===== src/rtl/dq_load_sequencer.sv =====
// Front-end driver for the DQ4 gated-latch bank: one-word input buffer feeding a
// setup -> enable-pulse -> hold replay sequencer with a wrapping pulse counter.
module dq_load_sequencer #(
  parameter int WIDTH = 4,
  parameter int SETUP = 1,
  parameter int PULSE = 1,
  parameter int HOLD  = 1
) (
  input  logic             clk,
  input  logic             rst,
  input  logic [WIDTH-1:0] in_data,
  input  logic             in_valid,
  output logic             in_ready,
  output logic [WIDTH-1:0] lat_d,
  output logic             lat_en,
  output logic             busy,
  output logic [7:0]       load_count
);

  typedef enum logic [1:0] {
    stIdle,
    stSetup,
    stPulse,
    stHold
  } seqState_t;

  localparam logic [7:0] setupLoad = 8'(SETUP - 1);
  localparam logic [7:0] pulseLoad = 8'(PULSE - 1);
  localparam logic [7:0] holdLoad  = 8'(HOLD - 1);

  seqState_t        state;
  logic [7:0]       cnt;
  logic [WIDTH-1:0] pendData;
  logic             pendValid;

  assign in_ready = !pendValid;
  assign busy     = (state != stIdle) || pendValid;

  // NOTE: all state uses non-blocking assignments so every register sees the
  // pre-edge values of the others, regardless of statement order.
  // NOTE: pendData is deliberately left out of reset; pendValid qualifies it.
  always_ff @(posedge clk) begin
    if (rst) begin
      state      <= stIdle;
      cnt        <= 8'd0;
      lat_en     <= 1'b0;
      lat_d      <= '0;
      pendValid  <= 1'b0;
      load_count <= 8'd0;
    end else begin
      // Accept and transfer are mutually exclusive: accept needs an empty
      // buffer, transfer needs a full one.
      if (in_valid && !pendValid) begin
        pendData  <= in_data;
        pendValid <= 1'b1;
      end

      case (state)
        stIdle: begin
          if (pendValid) begin
            lat_d     <= pendData;
            pendValid <= 1'b0;
            cnt       <= setupLoad;
            state     <= stSetup;
          end
        end

        stSetup: begin
          if (cnt == 8'd0) begin
            lat_en <= 1'b1;
            cnt    <= pulseLoad;
            state  <= stPulse;
          end else begin
            cnt <= cnt - 8'd1;
          end
        end

        stPulse: begin
          if (cnt == 8'd0) begin
            lat_en     <= 1'b0;
            cnt        <= holdLoad;
            load_count <= load_count + 8'd1;
            state      <= stHold;
          end else begin
            cnt <= cnt - 8'd1;
          end
        end

        stHold: begin
          if (cnt != 8'd0) begin
            cnt <= cnt - 8'd1;
          end else if (pendValid) begin
            // Back-to-back path: start the next word without an idle cycle.
            lat_d     <= pendData;
            pendValid <= 1'b0;
            cnt       <= setupLoad;
            state     <= stSetup;
          end else begin
            state <= stIdle;
          end
        end

        default: state <= stIdle;
      endcase
    end
  end

endmodule


===== config.mk =====
export PLATFORM = sky130hd
export DESIGN_NAME = dq_load_sequencer
export DESIGN_NICKNAME = d
export VERILOG_FILES = /design/src/rtl/dq_load_sequencer.sv
export SDC_FILE = /design/constraint.sdc
export NUM_CORES = 1
export LEC_CHECK = 0
export CAP_MARGIN = 20
export CORE_MARGIN = 10
export CORE_UTILIZATION = 50
export CTS_CLUSTER_DIAMETER = 60
export CTS_CLUSTER_SIZE = 10
export DETAILED_ROUTE_END_ITERATION = 12
export PLACE_DENSITY_LB_ADDON = 0.3
export SYNTH_ARGS = -nofsm -noshare
export SYNTH_HDL_FRONTEND = slang
export SYNTH_SLANG_ARGS = --single-unit

===== constraint.sdc =====
create_clock -name clk -period 1.9 [get_ports clk]
set_input_delay 0.285 -clock clk [delete_from_list [all_inputs] [get_ports clk]]
set_output_delay 0.285 -clock clk [all_outputs]
set_load 0.02 [all_outputs]

# Yosys cells after proc, flatten, opt, wreduce, memory -nomap -nowiden
# Index checks and enable logic that the tools add are counted.
# totals
ff_bits	28
inputBits	7
# classes
n_addsub	2
n_eq_ne	7
muxes	20
bitwise_logic	1
reduce_logical	15
# ops
cell	n
8-bit two-way mux	3
8-bit one-hot mux with 3 select lines	1
8-bit by 1-bit adder with 8-bit output (second input constant)	1
8-bit logical NOT	1
2-bit two-way mux	4
4-bit two-way mux	2
2-bit inequality test (second input constant)	4
2-bit one-hot mux with 4 select lines	1
4-bit one-hot mux with 2 select lines	1
8-bit nonzero test	1
8-bit by 1-bit subtractor with 8-bit output (second input constant)	1
1-bit two-way mux	6
2-bit AND reduction	3
2-bit nonzero test	3
2-bit equality test (second input constant)	2
1-bit one-hot mux with 2 select lines	2
4-bit AND reduction	1
3-bit AND reduction	1
2-bit by 1-bit equality test with 1-bit output (second input constant)	1
2-bit logical NOT	1
2-bit OR reduction	1
1-bit logical AND	1
1-bit logical NOT	1
1-bit logical OR	1
1-bit inverter	1

# Longest topological paths before layout
# Gate-level depths: netlist of the first run.
# depth
ltp_word	6
mapped_depth	7

# Least setup slack after synthesis of the first run
# OpenSTA, ideal clock, no wires.
# synth_timing
path_type	register to register
from	reg cnt[0]
to	reg load_count[7]
setup_time_ps	128
arrival_time_ps	1540
path_slack_ps	232
stages_incl_launch_ff	8
n_path_buf	1
period_less_slack_ps	1668
path_cell_list	dfxtp_1 -> inv_1 -> ha_1 -> or3b_1 -> clkbuf_1 -> nor4_2 -> xnor2_1 -> nor2_1
# synth_via
elab_chain_cells	2
# synth_rtl
element	line_no	text
start: declaration	32	logic [7:0] cnt;
start signal: assignment	63	cnt <= setupLoad;
start signal: assignment	71	cnt <= pulseLoad;
start signal: assignment	74	cnt <= cnt - 8'd1;
8-bit logical NOT	79	if (cnt == 8'd0) begin
2-bit AND reduction (no source line)	n/a	
end signal: assignment	82	load_count <= load_count + 8'd1;
end: declaration	17	output logic [7:0] load_count
# Every way passes these cells.
# A chain may end at the register's enable or synchronous reset.

# Worst setup path in the final report of the first run
# layout_timing
from	reg state[0]
to	reg cnt[4]
# layout_via
elab_chain_cells	3
word_cells_on_any_way	6
cone_classes	eq/ne: 3; mux: 1; reduce/logical: 2
# layout_rtl
element	line_no	text
start: declaration	31	seqState_t state;
start signal: assignment	44	state <= stIdle;
start signal: assignment	64	state <= stSetup;
start signal: assignment	72	state <= stPulse;
2-bit equality test / 2-bit by 1-bit equality test with 1-bit output (equally long branches)	58	case (state)
2-bit OR reduction (no source line)	n/a	
8-bit one-hot mux with 3 select lines (*)	58	
# Mark *: on every way between the ends. The rest lies on a longest branch, timed or not.

==> impl_metrics.csv, run 1 <==
group,metric,value,unit
place,dpl_cell_area,0.00174,mm^2
grt,antenna_found_initial,0,
timing,min_period_over_period,0.939,
place,finalWeightedCongestion,0.942,
timing,finalSetupViolCount,0,
floorplan,num_rows,19,
cts,postCtsSetupRepairBufs,0,
synthesis,synth_top_area_frac,0.330,
synthesis,yosys.area.top_type,"dfxtp_1",
cts,clk_pin_slew,0.16,ns
cts,clockRootBuffer,"clkbuf_4",
synthesis,synthArstFlopShare,0,
route,drcViolationCount,0,
synthesis,synthTopCellsByArea,"dfxtp_1 (33%), edfxtp_1 (8.2%), ha_1 (6.0%)",
layout,syn2layout_area_growth,22.0,%
floorplan,start_util,0.524,
timing,setup_ws,0.116,ns
floorplan,die_w,74.0,um
synthesis,syn_inst,157,
layout,antennaDiodeCount,0,
synthesis,syn-cell-area,0.00146,mm^2
synthesis,synth_edf_count,4,
synthesis,yosysUniqueCellTypes,39,
floorplan,die_y,74.0,um
layout,nFillCells,244,
synthesis,synth_top_flop_cell,"dfxtp_1",
route,finalWirelength,3210,um
cts,cts.path.max_buffers,2,
run,drv_cap,0,
place,hpwl,2440,um
route,via_count,1221,
power_and_ir_drop,leakagePower,0.000646,uW
setup_path,required,2.15,ns
route,routed_via_density,5.65,
power_and_ir_drop,ir_drop,0.000909,V
layout,final_cells,216,
timing,finalHoldViolations,0,
route,ant_nets,0,
route,wire_per_inst,14.8,um
timing,period_needed,1.78,ns
floorplan,core-area,0.00278,mm^2
cts,tritoncts,"built",
place,post-place-cells,212,
layout,layout_common_cells,"dfxtp_1 (24), clkdlybuf4s50_1 (20), nor2_1 (17)",
timing,setup_tns,0,ns
cts,cts_sinks,28,
place,dp_slack,0.115,ns
synthesis,syn_nets,171,
setup_path,crit_fanout,8,
layout,fin_nets,200,
synthesis,seq_area_frac_synth,0.412,
grt,grt_max_degree,27,
setup_path,cp.arrival,2.04,ns
timing,tightest_slew,0.331,ns
setup_path,start_kind,"flip-flop",
grt,grt_overflow_total,0,
synthesis,ys_warn_count,0,
cts,clock_latency,0.34,ns
layout,final_common_cell,"dfxtp_1",
timing,drv_slew,0,
floorplan,ios,22,
cts,cts_inserted_buffers,3,
layout,design_area,0.00178,mm^2
cts,h-tree-depth,1,
layout,drive_above_1_share,0.130,
floorplan,dieArea,0.00548,mm^2
grt,grt_pass1_vias,1161,
cts,cts_hold_buf,0,
timing,finalClockSkew,0.00980,ns
synthesis,postSynthAreaPerCell,9.28,um^2
timing,hold_slack,0.488,ns
setup_path,crit_type,"reg -> reg",
place,port_buffers,21,
worst_hold_path,hp-class,"reg -> reg",
timing,maxSlewHeadroom,0.779,
synthesis,ys_seq_elements,28,
setup_path,endpoint_kind,"flip-flop",
grt,grt_usage,0.120,
route,first_pass_iters,4,
run_status,status,"completed",
route,drtIter0Drc,83,
grt,grt_pass1_wl,5280,um
timing,fmax,560,MHz
power_and_ir_drop,p_per_area,975,mW/mm^2
-- layer usage --
| layer | track usage | up-vias | wire length [um] |
|---|---|---|---|
| li1 | - | 618 | - |
| met1 | 0.146 | 577 | 1440 |
| met2 | 0.188 | 22 | 1520 |
| met3 | 0.0372 | 4 | 192 |
| met4 | 0.0600 | 0 | 56 |
| met5 | 0 | - | 0 |
-- Yosys cell counts, types with 5 or more instances --
| cell | count |
|---|---|
| dfxtp_1 | 24 |
| inv_1 | 8 |
| a21oi_1 | 5 |
| mux2i_1 | 5 |
| nand3_1 | 7 |
| nand2_1 | 12 |
| xnor2_1 | 5 |
| nand2b_1 | 10 |
| ha_1 | 7 |
| a31oi_1 | 5 |
| nor2_1 | 17 |
-- stage by stage --
step	utilization	power, uW
4_1_cts	0.636	1750
3_3_place_gp	0.627	1490
5_1_grt	0.639	1840
2_1_floorplan	-	1190
6_report	0.639	1730
3_5_place_dp	0.627	1500
-- critical path, cell delays in order (launching register included) --
cell and delay (ns):
dfxtp_1 0.40, inv_1 0.10, ha_1 0.22, buf_4 0.16, o21bai_1 0.17, a21oi_1 0.15, buf_4 0.18, a31oi_1 0.09
a311oi_1 0.24
-- state kept, by name, indices dropped and copies added (netlist names) --
register and cells:
state 2, lat_en 1, pendData 4, lat_d 4
load_count 8, pendValid 1, cnt 8
-- cell type report --
type	count	area (um^2)	share of cell area
clock buffer	3	22.5	0.0127
clock inverter	1	3.75	0.00211
inverter	8	30.0	0.0169
multi-input combinational	115	810	0.455
sequential	28	601	0.338
tap	31	38.8	0.0218
timing repair buffer	30	273	0.153
-- path summary, 6_finish.rpt --
path,end,depth (start not counted),slack (ns),startpoint
worst min-delay path,lat_en$_SDFFE_PP0P_,2,0.49,lat_en$_SDFFE_PP0P_
worst min register to register,lat_en$_SDFFE_PP0P_,2,0.49,lat_en$_SDFFE_PP0P_
worst max register to register,cnt[4]$_SDFF_PP0_,8,0.12,state[0]$_SDFFE_PP0P_
worst max-delay path,cnt[4]$_SDFF_PP0_,8,0.12,state[0]$_SDFFE_PP0P_
-- repair_timing --
| item | CTS | global route |
|---|---|---|
| cloned | 0 | 0 |
| endpoints found under the setup margin | 1 | 10 |
| resized for setup | 2 | 4 |
| pin swaps | 0 | 0 |
-- cell families (layout without fill, tap and decap cells) --
| family | after synthesis | after routing | synth area share |
|---|---|---|---|
| muxes | 5 | 5 | 0.0343 |
| xor gates and xnor gates | 7 | 7 | 0.0421 |
| AOI/OAI and AO/OA | 28 | 28 | 0.146 |
| DFF | 28 | 28 | 0.412 |
| adders and majority gates | 7 | 7 | 0.0601 |
| buffers and inverters | 14 | 42 | 0.0421 |
| and+or+nand+nor | 68 | 68 | 0.264 |
-- where the power goes --
group	internal, uW	total, uW	leakage, uW	switching (uW)
combinational	329	746	0.000399	417
clock	77.3	259	0.0000154	182
sequential	670	727	0.000232	57.0
total	1080	1730	0.000646	656
No activity file was read; power rests on OpenSTA's default activity.
==> inputs of run 2 (changes only) <==
- clock period: 1.9 -> 2.1 ns (I/O delays scaled with it)
==> run 2 against run 1 <==
  * Register-to-register slack improved by 0.03 ns
  * Routed wire length grew 1.6%
  * Non-clock buffer count is 3 lower
  * Global-route usage increased by 0.53 points
  * Cell count decreased by 1.4%
  * Core utilization rose by 0.36 points
  * Sequential share of layout area is 0.19 points lower
  * First-iteration DRC count is 1.2% lower
  * Largest cell class unchanged
  * Highest routed layer unchanged
==> impl_metrics.csv, run 2 (same netlist as run 1, synthesis figures left out) <==
group,metric,value,unit
setup_path,rr_worst_depth,7,
cts,postCtsSetupRepairBufs,0,
power_and_ir_drop,internal-power,1110,uW
power_and_ir_drop,leakagePower,0.000648,uW
setup_path,r2r_setup_slack,0.15,ns
grt,grt_overflow_total,0,
setup_path,crit_chain,"inv_1 -> ha_1 -> nor3b_1 -> buf_4 -> nand3_1 -> a21oi_2 -> mux2i_1",
setup_path,start_kind,"flip-flop",
place,hpwl,2420,um
floorplan,start_util,0.524,
setup_path,timing.rr.start,"cnt[0]$_SDFF_PP0_",
timing,min_period_over_period,0.930,
layout,fin_nets,197,
route,drtIter0Drc,82,
timing,setup_tns,0,ns
floorplan,die_w,74.0,um
cts,tritoncts,"built",
cts,clk_pin_slew,0.16,ns
power_and_ir_drop,p_per_area,961,mW/mm^2
route,via_count,1217,
timing,period_needed,1.95,ns
worst_hold_path,hp-class,"reg -> reg",
layout,antennaDiodeCount,0,
grt,grt_usage,0.125,
setup_path,cp.arrival,2.24,ns
grt,grt_max_degree,32,
power_and_ir_drop,ir_drop,0.000950,V
cts,clock_latency,0.34,ns
floorplan,core-area,0.00278,mm^2
floorplan,dieArea,0.00548,mm^2
timing,tightest_slew,0.658,ns
power_and_ir_drop,seq_power_share,0.384,
route,ant_nets,0,
cts,h-tree-depth,1,
cts,cts_sinks,28,
setup_path,timing.rr.end,"lat_d[1]$_SDFFE_PP0P_",
power_and_ir_drop,power,1720,uW
power_and_ir_drop,clkPwrFrac,0.210,
setup_path,endpoint_kind,"flip-flop",
setup_path,crit_fanout,4,
place,finalWeightedCongestion,0.872,
timing,finalHoldViolations,0,
route,finalWirelength,3260,um
setup_path,crit_cells,7,
layout,drive_above_1_share,0.110,
setup_path,required,2.38,ns
power_and_ir_drop,switchingPower,611,uW
route,first_pass_iters,4,
layout,top_regs,"cnt x8, load_count x8",
floorplan,die_y,74.0,um
setup_path,setup.worst_path.start,"cnt[0]$_SDFF_PP0_",
place,dpl_cell_area,0.00172,mm^2
layout,layout_common_cells,"dfxtp_1 (24), clkdlybuf4s50_1 (20), nor2_1 (17)",
run_status,status,"completed",
power_and_ir_drop,p_sw_frac,0.355,
cts,cts.path.max_buffers,2,
cts,cts_inserted_buffers,3,
timing,maxSlewHeadroom,0.560,
route,routed_via_density,5.71,
layout,nFillCells,250,
setup_path,cpMaxStageDelayCell,"nor3b_1",
place,port_buffers,21,
floorplan,ios,22,
setup_path,crit_family,"simple AND/OR/NAND/NOR gates",
setup_path,crit_end,"lat_d[1]$_SDFFE_PP0P_",
floorplan,num_rows,19,
power_and_ir_drop,combPwrFrac,0.406,
timing,fmax,512,MHz
run,drv_cap,0,
setup_path,crit_type,"reg -> reg",
grt,grt_pass1_vias,1177,
grt,antenna_found_initial,0,
timing,rsz0062_at_grt,"yes",
grt,grt_pass1_wl,5560,um
layout,syn2layout_area_growth,22.7,%
timing,drv_slew,0,
setup_path,cp_num_buf_inv,2,
layout,final_common_cell,"dfxtp_1",
layout,design_area,0.00179,mm^2
route,drcViolationCount,0,
setup_path,slowest_delay,0.37,ns
timing,finalClockSkew,0.00796,ns
timing,finalSetupViolCount,0,
cts,clockRootBuffer,"clkbuf_4",
route,wire_per_inst,15.3,um
==> run 2: worst min path at each step <==
stage          depth (start not counted)                    end                  start  slack, ns
5_1_grt                                1  pendData[3]$_DFFE_PP_             in_data[3]       0.49
6_report                               2  lat_d[1]$_SDFFE_PP0P_  lat_d[1]$_SDFFE_PP0P_       0.49
4_1_cts                                2  lat_d[0]$_SDFFE_PP0P_  lat_d[0]$_SDFFE_PP0P_       0.49
3_3_place_gp                           2  lat_d[2]$_SDFFE_PP0P_  lat_d[2]$_SDFFE_PP0P_       0.46
3_5_place_dp                           2    lat_en$_SDFFE_PP0P_    lat_en$_SDFFE_PP0P_       0.47
2_1_floorplan                          0  pendData[0]$_DFFE_PP_             in_data[0]       0.41
==> run 2: metrics by stage <==
stage	worst slack [ns]	utilization	std cells	hold slack, ns
floorplan	0.432	-	157	0.414
global placement	0.276	0.619	209	0.460
detailed placement	0.178	0.619	209	0.467
CTS	0.0598	0.637	213	0.492
global route	-0.0264	0.643	213	0.492
finish	0.147	0.643	213	0.490
==> run 2: layout make-up <==
cell class                      count  area (um^2)  share of cell area
Multi-Input combinational cell    115          812               0.454
Sequential cell                    28          601               0.336
Timing Repair Buffer               27          254               0.142
Tap cell                           31         38.8              0.0217
Clock inverter                      1         30.0              0.0168
Inverter                            8         30.0              0.0168
Clock buffer                        3         22.5              0.0126
==> run 2: tightest hold or removal path, stage by stage (launching register included) <==
cell,delay (ns)
dfxtp_1,0.34
nand2b_1,0.06
mux2i_1,0.06
==> run 2: layer usage <==
layer  routed length, um  global-route usage
met2                1580               0.221
met3                 172              0.0239
met1                1450               0.150
met5                   0                   0
met4                  61              0.0373
==> run 2: power groups by stage <==
stage	logic, uW	clock network [uW]	registers (uW)
after floorplan	378	0	697
after global placement	658	0	665
after detailed placement	667	0	671
after CTS	659	368	659
after global routing	759	392	668
final	698	361	659
==> run 2: timing repair <==
action,in CTS,in global routing
setup endpoints to repair,1,3
hold buffers,0,0
resized for setup,1,3
==> inputs of run 3 (changes only) <==
--- a/config.mk
+++ b/config.mk
@@ -7,2 +7,3 @@
 export LEC_CHECK = 0
+export ABC_CLOCK_PERIOD_IN_PS = 2100
 export CAP_MARGIN = 20
@@ -13,2 +14,3 @@
 export DETAILED_ROUTE_END_ITERATION = 12
+export HOLD_SLACK_MARGIN = 0.06
 export PLACE_DENSITY_LB_ADDON = 0.3
==> constraint.sdc (replaced) <==
create_clock -name clk -period 2.1 [get_ports clk]
set_input_delay 0.42 -clock clk [delete_from_list [all_inputs] [get_ports clk]]
set_output_delay 0.42 -clock clk [all_outputs]
set_load 0.02 [all_outputs]
==> run 3 against run 2 <==
  * Sequential share of layout area grew 0.53 points
  * Core utilization shrank 0.99 points
  * Clock skew shrank 0.0053 ns
  * Power shrank 8.1%
  * Sequential power is essentially flat
  * Worst hold slack lost 0.0020 ns
  * Setup slack gained 0.037 ns
  * Clock power shrank 34%
  * Flip-flop and latch count is the same
  * Count of clock-buffer cells in the layout is the same
  * Largest cell class unchanged
==> impl_metrics.csv, run 3 (same netlist as run 1, synthesis figures left out) <==
group,metric,value,unit
route,first_pass_iters,4,
timing,drv_slew,0,
setup_path,required,2.38,ns
grt,grt_overflow_total,0,
place,hpwl,2440,um
place,finalWeightedCongestion,0.864,
floorplan,die_y,74.0,um
setup_path,cpMaxStageDelayCell,"dfxtp_1",
setup_path,timing.rr.start,"cnt[0]$_SDFF_PP0_",
grt,grt_usage,0.129,
layout,top_regs,"cnt x8, load_count x8",
timing,rsz0062_at_grt,"no",
floorplan,num_rows,19,
power_and_ir_drop,ir_drop,0.000628,V
timing,finalClockSkew,0.00266,ns
floorplan,dieArea,0.00548,mm^2
cts,h-tree-depth,1,
power_and_ir_drop,p_per_area,897,mW/mm^2
cts,cts_inserted_buffers,3,
setup_path,timing.rr.end,"lat_d[2]$_SDFFE_PP0P_",
route,ant_nets,0,
floorplan,ios,22,
cts,clock_latency,0.34,ns
setup_path,rr_worst_depth,7,
layout,syn2layout_area_growth,20.8,%
grt,grt_max_degree,27,
route,drcViolationCount,0,
cts,tritoncts,"built",
grt,antenna_found_initial,0,
cts,cts_sinks,28,
floorplan,die_w,74.0,um
place,port_buffers,21,
layout,fin_nets,199,
floorplan,core-area,0.00278,mm^2
place,dpl_cell_area,0.00174,mm^2
power_and_ir_drop,leakagePower,0.000643,uW
timing,finalSetupViolCount,0,
route,wire_per_inst,15.1,um
layout,drive_above_1_share,0.114,
layout,final_common_cell,"dfxtp_1",
grt,grt_pass1_wl,5750,um
route,via_count,1246,
timing,finalHoldViolations,0,
run_status,status,"completed",
grt,grt_pass1_vias,1271,
setup_path,slowest_delay,0.36,ns
cts,clockRootBuffer,"clkbuf_4",
cts,postCtsSetupRepairBufs,0,
worst_hold_path,hold_end,"lat_d[0]$_SDFFE_PP0P_",
timing,maxSlewHeadroom,0.748,
layout,layout_common_cells,"dfxtp_1 (24), clkdlybuf4s50_1 (20), nor2_1 (17)",
cts,cts.path.max_buffers,2,
worst_hold_path,hp-start,"lat_d[0]$_SDFFE_PP0P_",
setup_path,r2r_setup_slack,0.18,ns
floorplan,start_util,0.524,
setup_path,start_kind,"flip-flop",
setup_path,crit_fanout,4,
run,drv_cap,0,
route,finalWirelength,3260,um
timing,tightest_slew,0.377,ns
layout,nFillCells,237,
worst_hold_path,holdPathStages,2,
layout,design_area,0.00176,mm^2
timing,min_period_over_period,0.913,
setup_path,endpoint_kind,"flip-flop",
timing,fmax,522,MHz
cts,cts_hold_buf,0,
route,routed_via_density,5.80,
setup_path,crit_type,"reg -> reg",
setup_path,crit_chain,"inv_1 -> ha_1 -> nor3b_1 -> buf_4 -> nand3_1 -> a21oi_2 -> mux2i_1",
timing,setup_tns,0,ns
cts,clk_pin_slew,0.15,ns
layout,antennaDiodeCount,0,
worst_hold_path,hp-class,"reg -> reg",
setup_path,cp.arrival,2.20,ns
timing,period_needed,1.92,ns
cts,cts_resized,1,
route,drtIter0Drc,70,
[run 3: worst max-delay path: cells and delay by family, from the launching register on]
family                   cells  cell delay, ns
AND/OR/NAND/NOR              2            0.44
buffers and inverters        2            0.29
adder cells (fa/ha/maj)      1            0.19
flip-flops                   1            0.36
multiplexers                 1            0.23
AO/OA/AOI/OAI                1            0.33
[run 3: report_power, final]
group          internal (uW)  switching, uW
Clock                   70.3            168
Sequential               607           52.2
Combinational            291            390
Total                    968            611
[run 3: routing by layer]
metal,part of all wire,track usage,vias to the layer above
met4,0.018,0.0642,0
met5,0,0,-
met3,0.056,0.0239,5
met1,0.43,0.149,605
li1,-,-,614
met2,0.50,0.223,22
[run 3: metrics by stage]
| step | utilization | hold slack (ns) | power, uW | setup slack [ns] | instances |
|---|---|---|---|---|---|
| floorplan | - | 0.485 | 1080 | 0.432 | 157 |
| global placement | 0.624 | 0.460 | 1340 | 0.249 | 211 |
| detailed placement | 0.624 | 0.470 | 1360 | 0.146 | 211 |
| CTS | 0.633 | 0.492 | 1590 | 0.0592 | 215 |
| global route | 0.633 | 0.520 | 1680 | 0.0238 | 215 |
| finish | 0.633 | 0.488 | 1580 | 0.184 | 215 |
[run 3: how the worst max path moves through the flow]
stage | startpoint | to | cells after the start
2_1_floorplan | cnt[0]$_SDFF_PP0_ | load_count[7]$_SDFFE_PP0P_ | 7
3_3_place_gp | state[0]$_SDFFE_PP0P_ | busy | 6
3_5_place_dp | state[1]$_SDFFE_PP0P_ | cnt[4]$_SDFF_PP0_ | 7
4_1_cts | state[1]$_SDFFE_PP0P_ | busy | 6
5_1_grt | cnt[0]$_SDFF_PP0_ | lat_d[1]$_SDFFE_PP0P_ | 7
6_report | cnt[0]$_SDFF_PP0_ | lat_d[2]$_SDFFE_PP0P_ | 7
[run 3: layout make-up]
| class | count | area (um^2) | share of cell area |
|---|---|---|---|
| clock inverters | 1 | 3.75 | 0.00213 |
| inverters | 8 | 30.0 | 0.0171 |
| multi-input cells | 115 | 800 | 0.454 |
| flip-flops and latches | 28 | 601 | 0.341 |
| well taps | 31 | 38.8 | 0.0220 |
| clock buffers | 3 | 22.5 | 0.0128 |
| repair buffers | 29 | 265 | 0.151 |
